`src/rtl/bitrev_spi_slave.sv`:
```
// bitrev_spi_slave
//   SPI-mode-0/2 slave (CPHA = 0, CPOL selectable) running on the system clock.
//   It receives a DATA_W-bit word MSB-first, then returns the bit-reversed word
//   over the next DATA_W bit times. Back-to-back frames are allowed under one
//   slave select.
//
// Ports
//   clock        system clock; all state changes on its rising edge
//   reset        synchronous, active-high
//   spi_sck      SPI clock (asynchronous, oversampled)
//   spi_ss       slave select, active low (asynchronous)
//   spi_mosi     master-out data (asynchronous)
//   spi_miso     slave-out data; idles high outside SEND
//   busy         high while a frame is in RECV or SEND
//   done         one-cycle pulse when a frame has been fully transmitted
//   abort        one-cycle pulse when ss is released part-way through a frame
//   rx_data      last fully received word
//   frame_count  completed frames, wraps modulo 2^CNT_W

// One synchroniser lane: a plain STAGES-deep flop chain. RST_VAL lets each
// pin reset to its idle level so no phantom edge or select appears after reset.
module bitrev_sync #(
    parameter int   STAGES  = 2,
    parameter logic RST_VAL = 1'b0
) (
    input  logic clock,
    input  logic reset,
    input  logic d,
    output logic q
);
    logic [STAGES-1:0] pipe;

    always_ff @(posedge clock) begin
        if (reset) pipe <= {STAGES{RST_VAL}};
        else       pipe <= {pipe[STAGES-2:0], d};
    end

    assign q = pipe[STAGES-1];
endmodule

module bitrev_spi_slave #(
    parameter int DATA_W      = 8,
    parameter int CPOL        = 0,
    parameter int SYNC_STAGES = 2,
    parameter int CNT_W       = 16
) (
    input  logic              clock,
    input  logic              reset,
    input  logic              spi_sck,
    input  logic              spi_ss,
    input  logic              spi_mosi,
    output logic              spi_miso,
    output logic              busy,
    output logic              done,
    output logic              abort,
    output logic [DATA_W-1:0] rx_data,
    output logic [CNT_W-1:0]  frame_count
);
    localparam int CW = $clog2(DATA_W + 1);
    localparam logic [CW-1:0] LAST = CW'(DATA_W - 1);

    localparam logic [1:0] S_IDLE = 2'd0;
    localparam logic [1:0] S_RECV = 2'd1;
    localparam logic [1:0] S_SEND = 2'd2;

    // Lane order {mosi, ss, sck}; sck resets to its idle level, ss to inactive.
    localparam logic       SCK_IDLE = (CPOL != 0) ? 1'b1 : 1'b0;
    localparam logic [2:0] SYNC_RST = {1'b0, 1'b1, SCK_IDLE};

    logic [2:0] pin_raw, pin_s;
    logic       sck_s, ss_s, mosi_s, sck_d;
    logic       rise, fall, sample_edge, shift_edge;

    logic [1:0]        state;
    logic [CW-1:0]     cnt;
    logic [DATA_W-2:0] shreg;   // first DATA_W-1 bits; the last bit goes straight to word_in
    logic [DATA_W-1:0] txreg;
    logic [DATA_W-1:0] word_in;

    assign pin_raw = {spi_mosi, spi_ss, spi_sck};

    genvar g;
    generate
        for (g = 0; g < 3; g++) begin : g_sync
            bitrev_sync #(
                .STAGES  (SYNC_STAGES),
                .RST_VAL (SYNC_RST[g])
            ) u_sync (
                .clock (clock),
                .reset (reset),
                .d     (pin_raw[g]),
                .q     (pin_s[g])
            );
        end
    endgenerate

    assign sck_s  = pin_s[0];
    assign ss_s   = pin_s[1];
    assign mosi_s = pin_s[2];

    // Extra sck register for edge detection.
    always_ff @(posedge clock) begin
        if (reset) sck_d <= SCK_IDLE;
        else       sck_d <= sck_s;
    end

    assign rise = sck_s & ~sck_d;
    assign fall = ~sck_s & sck_d;

    // CPHA = 0: sample on the leading edge away from idle, shift on the trailing one.
    assign sample_edge = (CPOL != 0) ? fall : rise;
    assign shift_edge  = (CPOL != 0) ? rise : fall;

    assign word_in = {shreg, mosi_s};

    function automatic logic [DATA_W-1:0] bitrev(input logic [DATA_W-1:0] w);
        logic [DATA_W-1:0] r;
        r = '0;
        for (int i = 0; i < DATA_W; i++) r[i] = w[DATA_W-1-i];
        return r;
    endfunction

    always_ff @(posedge clock) begin
        if (reset) begin
            state       <= S_IDLE;
            cnt         <= '0;
            shreg       <= '0;
            txreg       <= '0;
            rx_data     <= '0;
            frame_count <= '0;
            done        <= 1'b0;
            abort       <= 1'b0;
        end else begin
            done  <= 1'b0;
            abort <= 1'b0;
            case (state)
                S_IDLE: begin
                    // sck edges here are ignored; only select matters.
                    if (!ss_s) begin
                        state <= S_RECV;
                        cnt   <= '0;
                        shreg <= '0;
                    end
                end

                S_RECV: begin
                    if (ss_s) begin
                        // Release right after done (nothing received yet) is a clean end.
                        state <= S_IDLE;
                        abort <= (cnt != '0);
                        cnt   <= '0;
                    end else if (sample_edge) begin
                        shreg <= word_in[DATA_W-2:0];
                        if (cnt == LAST) begin
                            rx_data <= word_in;
                            txreg   <= bitrev(word_in);
                            cnt     <= '0;
                            state   <= S_SEND;
                        end else begin
                            cnt <= cnt + CW'(1);
                        end
                    end
                end

                S_SEND: begin
                    if (ss_s) begin
                        // Select wins over a coincident sample edge, even the final one.
                        state <= S_IDLE;
                        abort <= 1'b1;
                        cnt   <= '0;
                    end else begin
                        if (sample_edge) begin
                            if (cnt == LAST) begin
                                done        <= 1'b1;
                                frame_count <= frame_count + CNT_W'(1);
                                cnt         <= '0;
                                shreg       <= '0;
                                state       <= S_RECV;
                            end else begin
                                cnt <= cnt + CW'(1);
                            end
                        end
                        // The shift edge before the first SEND sample must not
                        // disturb the first bit, so hold until cnt has moved.
                        if (shift_edge && cnt != '0)
                            txreg <= {txreg[DATA_W-2:0], 1'b0};
                    end
                end

                default: state <= S_IDLE;
            endcase
        end
    end

    assign busy     = (state != S_IDLE);
    assign spi_miso = (state == S_SEND) ? txreg[DATA_W-1] : 1'b1;
endmodule

```
`config.mk`:
```
export PLATFORM = sky130hd
export DESIGN_NAME = bitrev_spi_slave
export DESIGN_NICKNAME = d
export VERILOG_FILES = /design/src/rtl/bitrev_spi_slave.sv
export SDC_FILE = /design/constraint.sdc
export NUM_CORES = 1
export LEC_CHECK = 0
export CORE_UTILIZATION = 40
export CTS_CLUSTER_DIAMETER = 100
export DETAILED_ROUTE_END_ITERATION = 7
export HOLD_SLACK_MARGIN = 0.12
export PLACE_DENSITY_LB_ADDON = 0.25
export SETUP_SLACK_MARGIN = 0.4
export SLEW_MARGIN = 20
export SYNTH_ARGS = -nofsm -noshare
export SYNTH_HDL_FRONTEND = slang
export SYNTH_HIERARCHICAL = 1
export SYNTH_SLANG_ARGS = --single-unit
```
`constraint.sdc`:
```
create_clock -name clock -period 2.51 [get_ports clock]
set_clock_uncertainty 0.1 [all_clocks]
set_input_delay 0.502 -clock clock [delete_from_list [all_inputs] [get_ports clock]]
set_output_delay 0.502 -clock clock [all_outputs]
set_load 0.05 [all_outputs]
```
==> flow_summary.yaml <==
timing:
  tightest_slew_ps: 529
  final_max_slew_viol_count: 0
  fmax_mhz: 469
  finalCritPeriodShare_pct: 85.0
  finalSetupViolations: 0
  hold_viol_final: 0
  rsz0062_at_grt: "yes"
  finalSetupTns_ps: 0
  slew_headroom_pct: 64.7
  fin_crit_ps: 2130
drt:
  via_per_inst: 5.33
  drtPass1Iterations: 4
  route.detailed.drc: 0
  drtIter0Drc: 100
  via_count: 2020
  antenna_left: 0
  wl_um: 4930
  wire_per_inst_um: 13.0
power:
  leakage_uw: 0.00126
  peakVddDrop_uv: 218
  p_per_area_nw_per_um2: 509
place:
  io_buffers: 32
  gp_congestion: 0.824
  hpwl_um: 3480
  placed_area_um2: 2840
synth:
  synth_common_cells: "dfxtp_1 (54), a21oi_1 (31), nand2_1 (20), nand3_1 (17), nor2_1 (17)"
  syn_avg_cell_area_um2: 9.10
  yosysTopAreaCell: "dfxtp_1"
  ys_warn_count: 6
  ys_top_cells_by_area: "dfxtp_1 (44%), a21oi_1 (6.4%), mux2i_1 (6.2%), ha_1 (4.1%), nand3_1 (3.5%)"
  netlist_area_um2: 2440
  synth_seq_cells: 54
  synth_edf_count: 0
  syn_nets: 281
  syn_inst: 268
  synth_top_area_share_pct: 44.3
  ys_seq_area_share_pct: 44.3
  synthArstFlopShare_pct: 0
  ys_types: 50
  yosysMostFrequentCell: "dfxtp_1"
  synth-main-ff-cell: "dfxtp_1"
clocking:
  clkSinkCount: 54
  cts.clk_slew.worst_paths_ps: 90
  cts_htree_levels: 2
  cts-buffers-inserted: 5
  clock_latency_ps: 310
  cts_tree: "built"
  cts-root-buf: "clkbuf_8"
  postCtsHoldBufs: 0
  ctsLongestPathBuffers: 2
floorplanning:
  fp.dieW_um: 80.1
  rows: 28
  core_area_um2: 5890
  die_h_um: 80.1
  ioPinCount: 33
  die_area_um2: 6410
  start_util_pct: 41.4
global_routing:
  grt_max_degree: 24
  antenna_found_initial: 0
  grt_overflow: 0
  first_global_vias: 1721
  grt_pass1_wl_um: 8130
  track_usage_pct: 16.3
setup_path:
  cp-startpoint: "state[0]"
  critPathKind: "flip-flop to flip-flop"
  rr_startpoint: "state[0]"
  r2r-end: "cnt[3]"
  regToRegSetupSlack_ps: 380
  rr_worst_depth: 6
  start_kind: "flip-flop"
  cp_max_fo: 7
  worst-endpoint-arrival_ps: 2270
  crit_required_ps: 2650
  crit_path_end_kind: "flip-flop"
  endpoint: "cnt[3]"
finish:
  nNetsFinal: 316
  synthToLayoutAreaGrowth_pct: 23.3
  drive_above_1_share_pct: 11.5
  final_area_um2: 3010
  antennaDiodeCount: 0
job:
  maxCapViolations: 0
outcome:
  status: "complete, no violations"
min_path:
  hp-class: "flip-flop to flip-flop"
per-stage QoR:
| stage | power, µW | hold WS, ps | worst slack, ps | cells | util, % |
|---|---|---|---|---|---|
| floorplan | 943 | 283 | 433 | 268 | - |
| global placement | 964 | 285 | 364 | 368 | 48.2 |
| detailed placement | 966 | 296 | 283 | 368 | 48.2 |
| CTS | 1550 | 321 | 300 | 376 | 49.9 |
| global route | 1600 | 337 | 305 | 379 | 51.1 |
| finish | 1530 | 314 | 378 | 379 | 51.1 |
metal layers:
| layer | part of all wire, % | track usage [%] | vias to the layer above |
|---|---|---|---|
| met5 | 0 | 0 | - |
| met2 | 44 | 25.9 | 48 |
| met1 | 50 | 21.1 | 937 |
| met4 | 1.3 | 5.71 | 0 |
| met3 | 4.7 | 4.32 | 6 |
| li1 | - | - | 1029 |
what timing repair did:
action,4_1_cts,5_1_grt
resized for setup,14,16
hold endpoints to repair,0,0
pin swaps,0,3
buffers inserted,0,3
endpoints found under the setup margin,19,37
power breakdown:
group	switching (µW)	internal [µW]	leakage, µW
Sequential	6.94	864	0.000437
Combinational	47.9	30.4	0.000760
Clock	284	299	0.0000585
Total	338	1190	0.00126
flip-flops by register name, summed over array words and instances, names as in the netlist:
register / flops
abort: 1
cnt: 4
done: 1
frame_count: 16
g_sync.u_sync/pipe: 6
rx_data: 8
sck_d: 1
shreg: 7
state: 2
txreg: 8
logic make-up after synthesis:
family	Yosys count	synth area share, %
XOR/XNOR	6	2.15
multiplexers	15	6.16
buffers and inverters	22	4.16
AND/OR/NAND/NOR	101	23.1
adder cells (fa/ha/maj)	8	4.10
AO/OA/AOI/OAI	62	16.0
flip-flops	54	44.3
worst min path at each step:
| stage | cells past startpoint | to | slack [ps] | startpoint |
|---|---|---|---|---|
| floorplan | 1 | g_sync[1].u_sync/pipe[1] | 280 | g_sync[1].u_sync/pipe[0] |
| global placement | 1 | g_sync[1].u_sync/pipe[1] | 280 | g_sync[1].u_sync/pipe[0] |
| detailed placement | 1 | g_sync[1].u_sync/pipe[1] | 300 | g_sync[1].u_sync/pipe[0] |
| CTS | 1 | g_sync[1].u_sync/pipe[1] | 320 | g_sync[1].u_sync/pipe[0] |
| global route | 1 | g_sync[1].u_sync/pipe[1] | 340 | g_sync[1].u_sync/pipe[0] |
| finish | 1 | g_sync[1].u_sync/pipe[1] | 310 | g_sync[1].u_sync/pipe[0] |
critical path: stages (launching register included):
cell,delay (ps)
dfxtp_2,380
inv_1,80
ha_1,310
nor2b_2,200
a211o_1,330
or4_1,510
a31oi_1,160
cells in the final DEF (no fill, tap or decap), types with 3 or more instances in the layout:
cell              n
or4_1             3
nor2b_1           6
dfxtp_1          52
clkbuf_8          5
dlymetal6s2s_1   11
a311oi_1          7
a21oi_1          31
nand4_1           4
mux2i_1          15
buf_4            10
nand2_1          20
inv_1             8
o21ai_0          10
clkdlybuf4s50_1   6
nor2_1           17
or3_1             8
xor2_1            4
ha_1              7
dlygate4sd2_1    12
nand2b_1          4
nand3_1          16
area by class of cell:
type / instances / area (µm²)
Fill cell: 586 / 2880
Timing Repair Buffer: 42 / 414
Clock inverter: 3 / 43.8
Inverter: 8 / 30.0
Clock buffer: 5 / 68.8
Tap cell: 75 / 93.8
Sequential cell: 54 / 1080
Multi-Input combinational cell: 192 / 1270
(Power assumes the default switching activity.)
